### src/rtl/busy_stats_pkg.sv
// Shared types and constants for the busy-counter snapshot reporter.
// Optional build macro: BUSY_STATS_DELTA_EN (see busy_stats_snapshot).
package busy_stats_pkg;

  localparam int WORD_W        = 32;
  localparam int FRAME_WORDS   = 9;
  localparam int PAYLOAD_WORDS = 8;

  localparam logic [7:0] HDR_LEN        = 8'(FRAME_WORDS);
  localparam logic [7:0] HDR_DELTA_FLAG = 8'h80;

  // Index of the final payload word; out_last rides on this one.
  localparam logic [2:0] LAST_IDX = 3'(PAYLOAD_WORDS - 1);

  typedef enum logic [1:0] {
    IDLE    = 2'd0,
    HEADER  = 2'd1,
    PAYLOAD = 2'd2
  } state_e;

  // Picks one 32-bit word out of a 128-bit counter, least significant first.
  function automatic logic [WORD_W-1:0] word_sel(input logic [127:0] value,
                                                 input logic [1:0]   idx);
    logic [WORD_W-1:0] w;
    case (idx)
      2'd0:    w = value[31:0];
      2'd1:    w = value[63:32];
      2'd2:    w = value[95:64];
      default: w = value[127:96];
    endcase
    return w;
  endfunction

endpackage

### src/rtl/busy_stats_snapshot.sv
// Capture registers for the GAM and gradient busy counters.
// Build macro BUSY_STATS_DELTA_EN: when defined, the presented values are the
// modulo-2^128 difference from the previous snapshot instead of the absolute
// counts; when undefined no previous-value registers exist.
module busy_stats_snapshot
  import busy_stats_pkg::*;
(
  input  logic         clock,
  input  logic         reset_n,
  input  logic         capture,
  input  logic [127:0] gam_in,
  input  logic [127:0] grad_in,
  output logic [127:0] gam_value,
  output logic [127:0] grad_value
);

  logic [127:0] gam_q;
  logic [127:0] grad_q;

`ifdef BUSY_STATS_DELTA_EN
  logic [127:0] gam_prev;
  logic [127:0] grad_prev;

  // Capture deltas and roll the previous-snapshot registers on the same edge.
  always_ff @(posedge clock) begin
    // NOTE: sequential state uses non-blocking assignments so every register
    // samples pre-edge values; here the delta must see the old gam_prev.
    if (!reset_n) begin
      gam_q     <= '0;
      grad_q    <= '0;
      gam_prev  <= '0;
      grad_prev <= '0;
    end else if (capture) begin
      gam_q     <= gam_in - gam_prev;
      grad_q    <= grad_in - grad_prev;
      gam_prev  <= gam_in;
      grad_prev <= grad_in;
    end
  end
`else
  // Capture absolute counter values; held until the next capture.
  always_ff @(posedge clock) begin
    // NOTE: sequential state uses non-blocking assignments so every register
    // samples pre-edge values regardless of block ordering.
    if (!reset_n) begin
      gam_q  <= '0;
      grad_q <= '0;
    end else if (capture) begin
      gam_q  <= gam_in;
      grad_q <= grad_in;
    end
  end
`endif

  assign gam_value  = gam_q;
  assign grad_value = grad_q;

endmodule

### src/rtl/busy_stats_reporter.sv
// Snapshots the GAM/gradient busy counters on request and streams them as a
// 9-word framed packet (header + 8 payload words) over valid/ready.
// Build macro BUSY_STATS_DELTA_EN selects delta payloads and flags the header.
module busy_stats_reporter
  import busy_stats_pkg::*;
#(
  parameter logic [15:0] HEADER_MAGIC = 16'hD1CE
) (
  input  logic              clock,
  input  logic              reset_n,
  input  logic              snap_req,
  input  logic [127:0]      gam_busy_counter,
  input  logic [127:0]      grad_busy_counter,
  output logic [WORD_W-1:0] out_data,
  output logic              out_valid,
  input  logic              out_ready,
  output logic              out_last,
  output logic              busy,
  output logic [7:0]        drop_count
);

`ifdef BUSY_STATS_DELTA_EN
  localparam logic [7:0] HDR_LOW = HDR_LEN | HDR_DELTA_FLAG;
`else
  localparam logic [7:0] HDR_LOW = HDR_LEN;
`endif

  state_e       state;
  logic [2:0]   word_idx;
  logic [7:0]   seq;
  logic         capture;
  logic         handshake;
  logic [127:0] gam_value;
  logic [127:0] grad_value;

  // A request is only honoured when no frame is in flight.
  assign capture   = (state == IDLE) && snap_req;
  assign handshake = out_valid && out_ready;

  busy_stats_snapshot u_snapshot (
    .clock      (clock),
    .reset_n    (reset_n),
    .capture    (capture),
    .gam_in     (gam_busy_counter),
    .grad_in    (grad_busy_counter),
    .gam_value  (gam_value),
    .grad_value (grad_value)
  );

  // Frame sequencer: header, then eight payload words, advancing on handshake.
  always_ff @(posedge clock) begin
    if (!reset_n) begin
      state    <= IDLE;
      word_idx <= '0;
      seq      <= '0;
    end else begin
      case (state)
        IDLE: begin
          if (capture) state <= HEADER;
        end
        HEADER: begin
          if (handshake) begin
            state    <= PAYLOAD;
            word_idx <= '0;
            seq      <= seq + 8'd1;
          end
        end
        PAYLOAD: begin
          if (handshake) begin
            word_idx <= word_idx + 3'd1;
            if (word_idx == LAST_IDX) state <= IDLE;
          end
        end
        default: state <= IDLE;
      endcase
    end
  end

  // Count requests that arrive while a frame is in flight, saturating at 255.
  always_ff @(posedge clock) begin
    if (!reset_n) begin
      drop_count <= '0;
    end else if (snap_req && (state != IDLE) && (drop_count != 8'hFF)) begin
      drop_count <= drop_count + 8'd1;
    end
  end

  // Word mux; outputs derive from registered state and frozen snapshots, so
  // they stay put through a stall.
  always_comb begin
    // NOTE: every combinational output gets a default first so no path can
    // leave it unassigned and infer a latch.
    out_data = '0;
    case (state)
      HEADER:  out_data = {HEADER_MAGIC, seq, HDR_LOW};
      PAYLOAD: out_data = word_idx[2] ? word_sel(grad_value, word_idx[1:0])
                                      : word_sel(gam_value, word_idx[1:0]);
      default: out_data = '0;
    endcase
  end

  assign out_valid = (state != IDLE);
  assign busy      = (state != IDLE);
  assign out_last  = (state == PAYLOAD) && (word_idx == LAST_IDX);

endmodule

### config.mk
export PLATFORM = sky130hd
export DESIGN_NAME = busy_stats_reporter
export DESIGN_NICKNAME = d
export VERILOG_FILES = /design/src/rtl/busy_stats_pkg.sv /design/src/rtl/busy_stats_snapshot.sv /design/src/rtl/busy_stats_reporter.sv
export SDC_FILE = /design/constraint.sdc
export NUM_CORES = 1
export LEC_CHECK = 0
export ABC_AREA = 1
export ABC_CLOCK_PERIOD_IN_PS = 1600
export BUFFER_PORTS_ARGS = -buffer_cell sky130_fd_sc_hd__buf_2
export CORE_MARGIN = 3
export CORE_UTILIZATION = 40
export CTS_CLUSTER_SIZE = 14
export DETAILED_ROUTE_END_ITERATION = 8
export GPL_TIMING_DRIVEN = 0
export PLACE_DENSITY_LB_ADDON = 0.1
export SYNTH_ARGS = -nofsm -noshare
export SYNTH_HDL_FRONTEND = slang
export SYNTH_SLANG_ARGS = --single-unit
### constraint.sdc
create_clock -name clock -period 1.6 [get_ports clock]
set_input_delay 0.32 -clock clock [delete_from_list [all_inputs] [get_ports clock]]
set_output_delay 0.32 -clock clock [all_outputs]
set_load 0.02 [all_outputs]
**After elaboration in Yosys (flattened, before gate mapping)**

Cells that the tools add are included.

- Bits in registers: 277
- Word-level logic and storage cells: 43

- Add/sub/neg operators: 3
- Eq/ne operators: 10
- Multiplexer cells: 12
- Reduce and logical (&&, ||, !) cells: 12

Operators with widths:

| kind | number |
|---|---|
| $pmux 32 s3 | 2 |
| $pmux 32 s2 | 1 |
| $mux 32 | 1 |
| $add 8x1->8 const B | 2 |
| $mux 2 | 4 |
| $ne 2x2->1 const B | 4 |
| $ne 8x8->1 const B | 1 |
| $mux 3 | 2 |
| $pmux 2 s3 | 1 |
| $pmux 3 s2 | 1 |
| $logic_and 1x1->1 | 5 |
| $eq 2x1->1 const B | 2 |
| $eq 2x2->1 const B | 2 |
| $logic_not 2->1 | 2 |
| $reduce_and 4->1 | 1 |
| $reduce_bool 2->1 | 2 |
| $add 3x1->3 const B | 1 |
| $eq 3x3->1 const B | 1 |
| $reduce_and 3->1 | 1 |
| $reduce_and 2->1 | 1 |

**Depth between registers and ports, before layout**

- Depth after elaboration: 4
- Mapped depth: 10
- Depth with buffers taken out: 10

**By module**

A second synthesis with hierarchy kept.

- Cells, all modules: 2,342
- Area, all modules: 14,291.2 µm²

Modules (own cells, without submodules):

| module | instances | cells an instance | area an instance (µm²) | sequential area each (µm²) |
|---|---|---|---|---|
| busy_stats_snapshot | 1 | 1,621 | 10,661.5 | 5,124.9 |
| busy_stats_reporter | 1 | 721 | 3,629.7 | 420.4 |

**Worst setup path before layout**

No wires, ideal clock.

- Path kind: register to output
- Start point: register state[0]
- End point: output port out_data[16]
- Arrival time: 1.572 ns
- Required time: 1.280 ns
- Path slack: -0.292 ns
- Cell stages (with the launch flop): 8
- Path buffers: 1
- Path through: dfxtp_1 inv_1 ha_1 nand2_1 inv_1 clkbuf_1 nand2_1 a21oi_1

- Cells in the longest elaborated chain, start to end: 2

Ends and longest elaborated chain:

| item | line | text |
|---|---|---|
| from (decl) | busy_stats_reporter.sv:28 | `state_e state;` |
| from (signal assigned) | busy_stats_reporter.sv:53 | `state <= IDLE;` |
| from (signal assigned) | busy_stats_reporter.sv:59 | `if (capture) state <= HEADER;` |
| from (signal assigned) | busy_stats_reporter.sv:63 | `state <= PAYLOAD;` |
| $eq 2x2->1 / $eq 2x1->1 (equally long branches) | busy_stats_reporter.sv:94 | `case (state)` |
| $pmux 32 s2 (*) | busy_stats_reporter.sv:94 |  |
| to (decl) | busy_stats_reporter.sv:14 | `output logic [WORD_W-1:0] out_data,` |

Every way passes the cells marked *; elsewhere a longest branch is shown, timed or not.

**Worst setup path after layout**

- Start point: register word_idx[0]
- End point: output port out_data[9]

- Cells in the longest elaborated chain, start to end: 4

Ends and longest elaborated chain:

| item | line | text |
|---|---|---|
| from (decl) | busy_stats_reporter.sv:29 | `logic [2:0] word_idx;` |
| from (signal assigned) | busy_stats_reporter.sv:70 | `word_idx <= word_idx + 3'd1;` |
| $eq 2x2->1 (tied with other cells) | busy_stats_pkg.sv:25 | `case (idx)` |
| $pmux 32 s3 | busy_stats_pkg.sv:25 |  |
| $mux 32 (*) | busy_stats_reporter.sv:96 | `PAYLOAD: out_data = word_idx[2] ? word_sel(grad_value, word_idx[1:0])` |
| $pmux 32 s2 (*) | busy_stats_reporter.sv:94 |  |

Marks and branches as above.

==> results.py <==
metrics = {
    "power_and_ir_drop": {
        "power.density_mw_per_mm2": 1143,
        "p_leak_nw": 7.667,
        "ir_drop_v": 0.0008208,
    },
    "min_path": {
        "hold_class": "in -> reg",
    },
    "global_route": {
        "grt_usage_pct": 29.07,
        "first_global_vias": 12610,
        "globalRouteOverflowTotal": 0,
        "grt_pass1_wl_um": 73130,
        "grt_max_degree": 15,
        "antenna_found_initial": 0,
    },
    "timing": {
        "finalCritPeriodShare_pct": 160.4,
        "grt_setup_unrepaired": "true",
        "hold_viol_final": 0,
        "finalSetupViolCount": 35,
        "maxSlewViolCount": 0,
        "setup_tns_ps": -28770,
        "relSlewSlack_pct": 62.43,
        "setup_slack_ps": -965.9,
        "timing.fmax_ghz": 0.3897,
        "fin_crit_ps": 2566,
        "finClkSkew_ps": 16.63,
        "worst_pin_slew_ps": 563.5,
    },
    "floorplanning": {
        "dieArea_mm2": 0.03266,
        "initial_utilization_pct": 40.87,
        "die_h_um": 180.7,
        "row_count": 63,
        "io_pins": 303,
        "die_w_um": 180.7,
        "core_area_mm2": 0.02987,
    },
    "job": {
        "cap_violations": 0,
    },
    "worst_setup_path": {
        "crit_path_end_kind": "output port",
        "required_ps": 1280,
        "cp.buffers_inverters": 4,
        "crit_slowest_cell": "dfxtp_4",
        "crit_path_max_incr_delay_ps": 370,
        "crit_top_cell": "nand2_2",
        "crit_family": "simple AND/OR/NAND/NOR gates",
        "crit_chain": "buf_6 -> ha_4 -> buf_12 -> buf_8 -> nand2_1 -> nand4_1 -> nand3_1 -> nand2_2 -> nand2_2 -> nand2_2 -> buf_6",
        "cp.arrival_ps": 2250,
        "worstSetupPathType": "reg -> out",
        "path_max_fanout": 6,
        "worst_setup_path_start_kind": "register",
    },
    "logic_synthesis": {
        "synthTopCellsByArea": "dfxtp_1 45%, nor2_1 16%, nand2_1 11%",
        "synth-edff-count": 0,
        "async_reset_ff_share_pct": 0,
        "yosys.cell_count.top_type": "nor2_1",
        "synth.distinct_cells": 22,
        "synthTopCellsByCount": "536 x nor2_1, 357 x nand2_1, 277 x dfxtp_1, 266 x o21ai_0, 117 x nand3_1",
        "ys_seq_elements": 277,
        "synth_top_area_cell": "dfxtp_1",
        "ys_seq_area_share_pct": 45.42,
        "ys.flop_type": "dfxtp_1",
        "syn_area_mm2": 0.01221,
        "syn_avg_cell_area_um2": 6.679,
        "yosysWarnings": 0,
        "netlist_instances": 1828,
        "syn_nets": 2099,
        "synth_top_area_share_pct": 45.42,
    },
    "routing": {
        "drtIter0Drc": 1147,
        "wl_per_cell_um": 19.31,
        "dr.pass1.iters": 6,
        "wl_um": 50080,
        "viasPerCell": 5.197,
        "via_count": 13480,
        "drtAntennaViolNets": 0,
        "remaining_drc_errors": 0,
    },
    "clock_network": {
        "clk_path_buf_depth": 3,
        "htreeDepth": 1,
        "cts.sinks": 277,
        "clk_latency_ps": 560,
        "cts_buffers": 30,
        "root_buffer": "clkbuf_16",
        "cts_tree": "done",
        "clkSlewWorstSetupHoldPaths_ps": 60,
    },
    "place": {
        "port_buffers": 301,
        "routabilityCongestion": 0.9157,
        "place_hpwl_um": 37030,
    },
    "layout": {
        "final_core_utilization_pct": 57.52,
        "fillCellCount": 2965,
        "nNetsFinal": 2453,
        "num_antenna_cells": 0,
        "layout-drive-gt1-share_pct": 30.94,
        "areaGrowthSynthToFinish_pct": 40.75,
    },
    "status": {
        "status": "complete, but fails checks",
        "violations": "negative setup slack",
    },
}
-- final timing paths --
check                                 start                        end  slack (ps)  depth (start not counted)
setup / recovery                word_idx[0]                out_data[9]        -970                         11
hold / removal         gam_busy_counter[58]   u_snapshot.gam_value[58]          10                          3
setup reg to reg                   state[0]   u_snapshot.gam_value[71]          20                          7
hold reg to reg   u_snapshot.grad_value[55]  u_snapshot.grad_value[55]         480                          2
-- metal layers --
layer / GRT usage (%) / share of wire, % / wire (µm)
met1: 39.73 / 42 / 21120
met2: 45.33 / 44 / 22130
met3: 6.402 / 9.6 / 4785
met4: 10.50 / 4.1 / 2045
met5: 0 / 0 / 0
-- timing repair --
item | CTS | global route
setup endpoints to repair | 281 | 295
resized for setup | 274 | 206
hold endpoints to repair | 3 | 0
hold buffers | 3 | 0
buffers inserted | 12 | 1
gates cloned | 4 | 1
pin swaps | 32 | 30
-- cells by family (layout without fill, tap and decap cells) --
group / count (synthesis) / in the layout / share of synthesized area (%)
and+or+nand+nor: 1021 / 1021 / 32.91
adders and majority gates: 11 / 11 / 1.127
buffers and inverters: 167 / 543 / 6.026
xor gates and xnor gates: 3 / 3 / 0.2152
DFF: 277 / 277 / 45.42
AOI/OAI and AO/OA: 349 / 349 / 14.31
-- flip-flops by register name, indices dropped and copies added (netlist names) --
signal / cells
u_snapshot.grad_value: 128
seq: 8
u_snapshot.gam_value: 128
state: 2
drop_count: 8
word_idx: 3
-- where the power goes --
group	internal, W	switching [W]
logic	0.00158	0.00248
registers	0.00779	0.000561
clock network	0.00433	0.00290
-- worst register-to-register path, delay by kind of cell (launching register included) --
family,cells,cell delay [ps]
AOI/OAI and AO/OA,1,410
buffers and inverters,3,410
DFF,1,330
and+or+nand+nor,2,160
adders and majority gates,1,150
-- area by class of cell --
| cell class | count | area, µm² | share of cell area (%) |
|---|---|---|---|
| clock buffers | 47 | 905.9 | 5.272 |
| well taps | 390 | 488.0 | 2.840 |
| plain buffers | 133 | 1114 | 6.480 |
| multi-input cells | 1384 | 6959 | 40.50 |
| clock inverters | 7 | 110.1 | 0.6407 |
| flip-flops and latches | 277 | 5558 | 32.34 |
| inverters | 34 | 137.6 | 0.8009 |
| repair buffers | 322 | 1912 | 11.13 |
-- placed cells by master, fill, tap and decap left out, types with 10 or more instances in the layout --
cell type and count:
nor2_1 532, buf_2 285, nand2_1 273, dfxtp_1 271
o21ai_0 239, nand2_2 73, nand3_1 56, buf_4 53
nand3_2 49, a21oi_1 48, clkbuf_1 37, buf_6 37
clkbuf_16 32, o21ai_1 25, inv_1 24, clkbuf_4 16
a21oi_4 16, a21oi_2 15, nand3_4 12, nand2_4 11
buf_8 10, clkbuf_8 10, buf_12 10
-- metrics by stage --
stage          hold WS (ps)  instance area, µm²  worst slack (ps)  total power, W  instances
5_1_grt               4.973               17180             -1029         0.02052       2594
2_1_floorplan         447.1               12510            -13.08         0.01052       1828
3_5_place_dp          471.4               14510            -771.5         0.01191       2519
3_3_place_gp          462.5               14510            -779.0         0.01184       2519
6_report              12.20               17180            -965.9         0.01965       2594
4_1_cts              0.7136               16630            -968.9         0.01936       2592
Note: power is estimated with default switching activity, not from simulation.
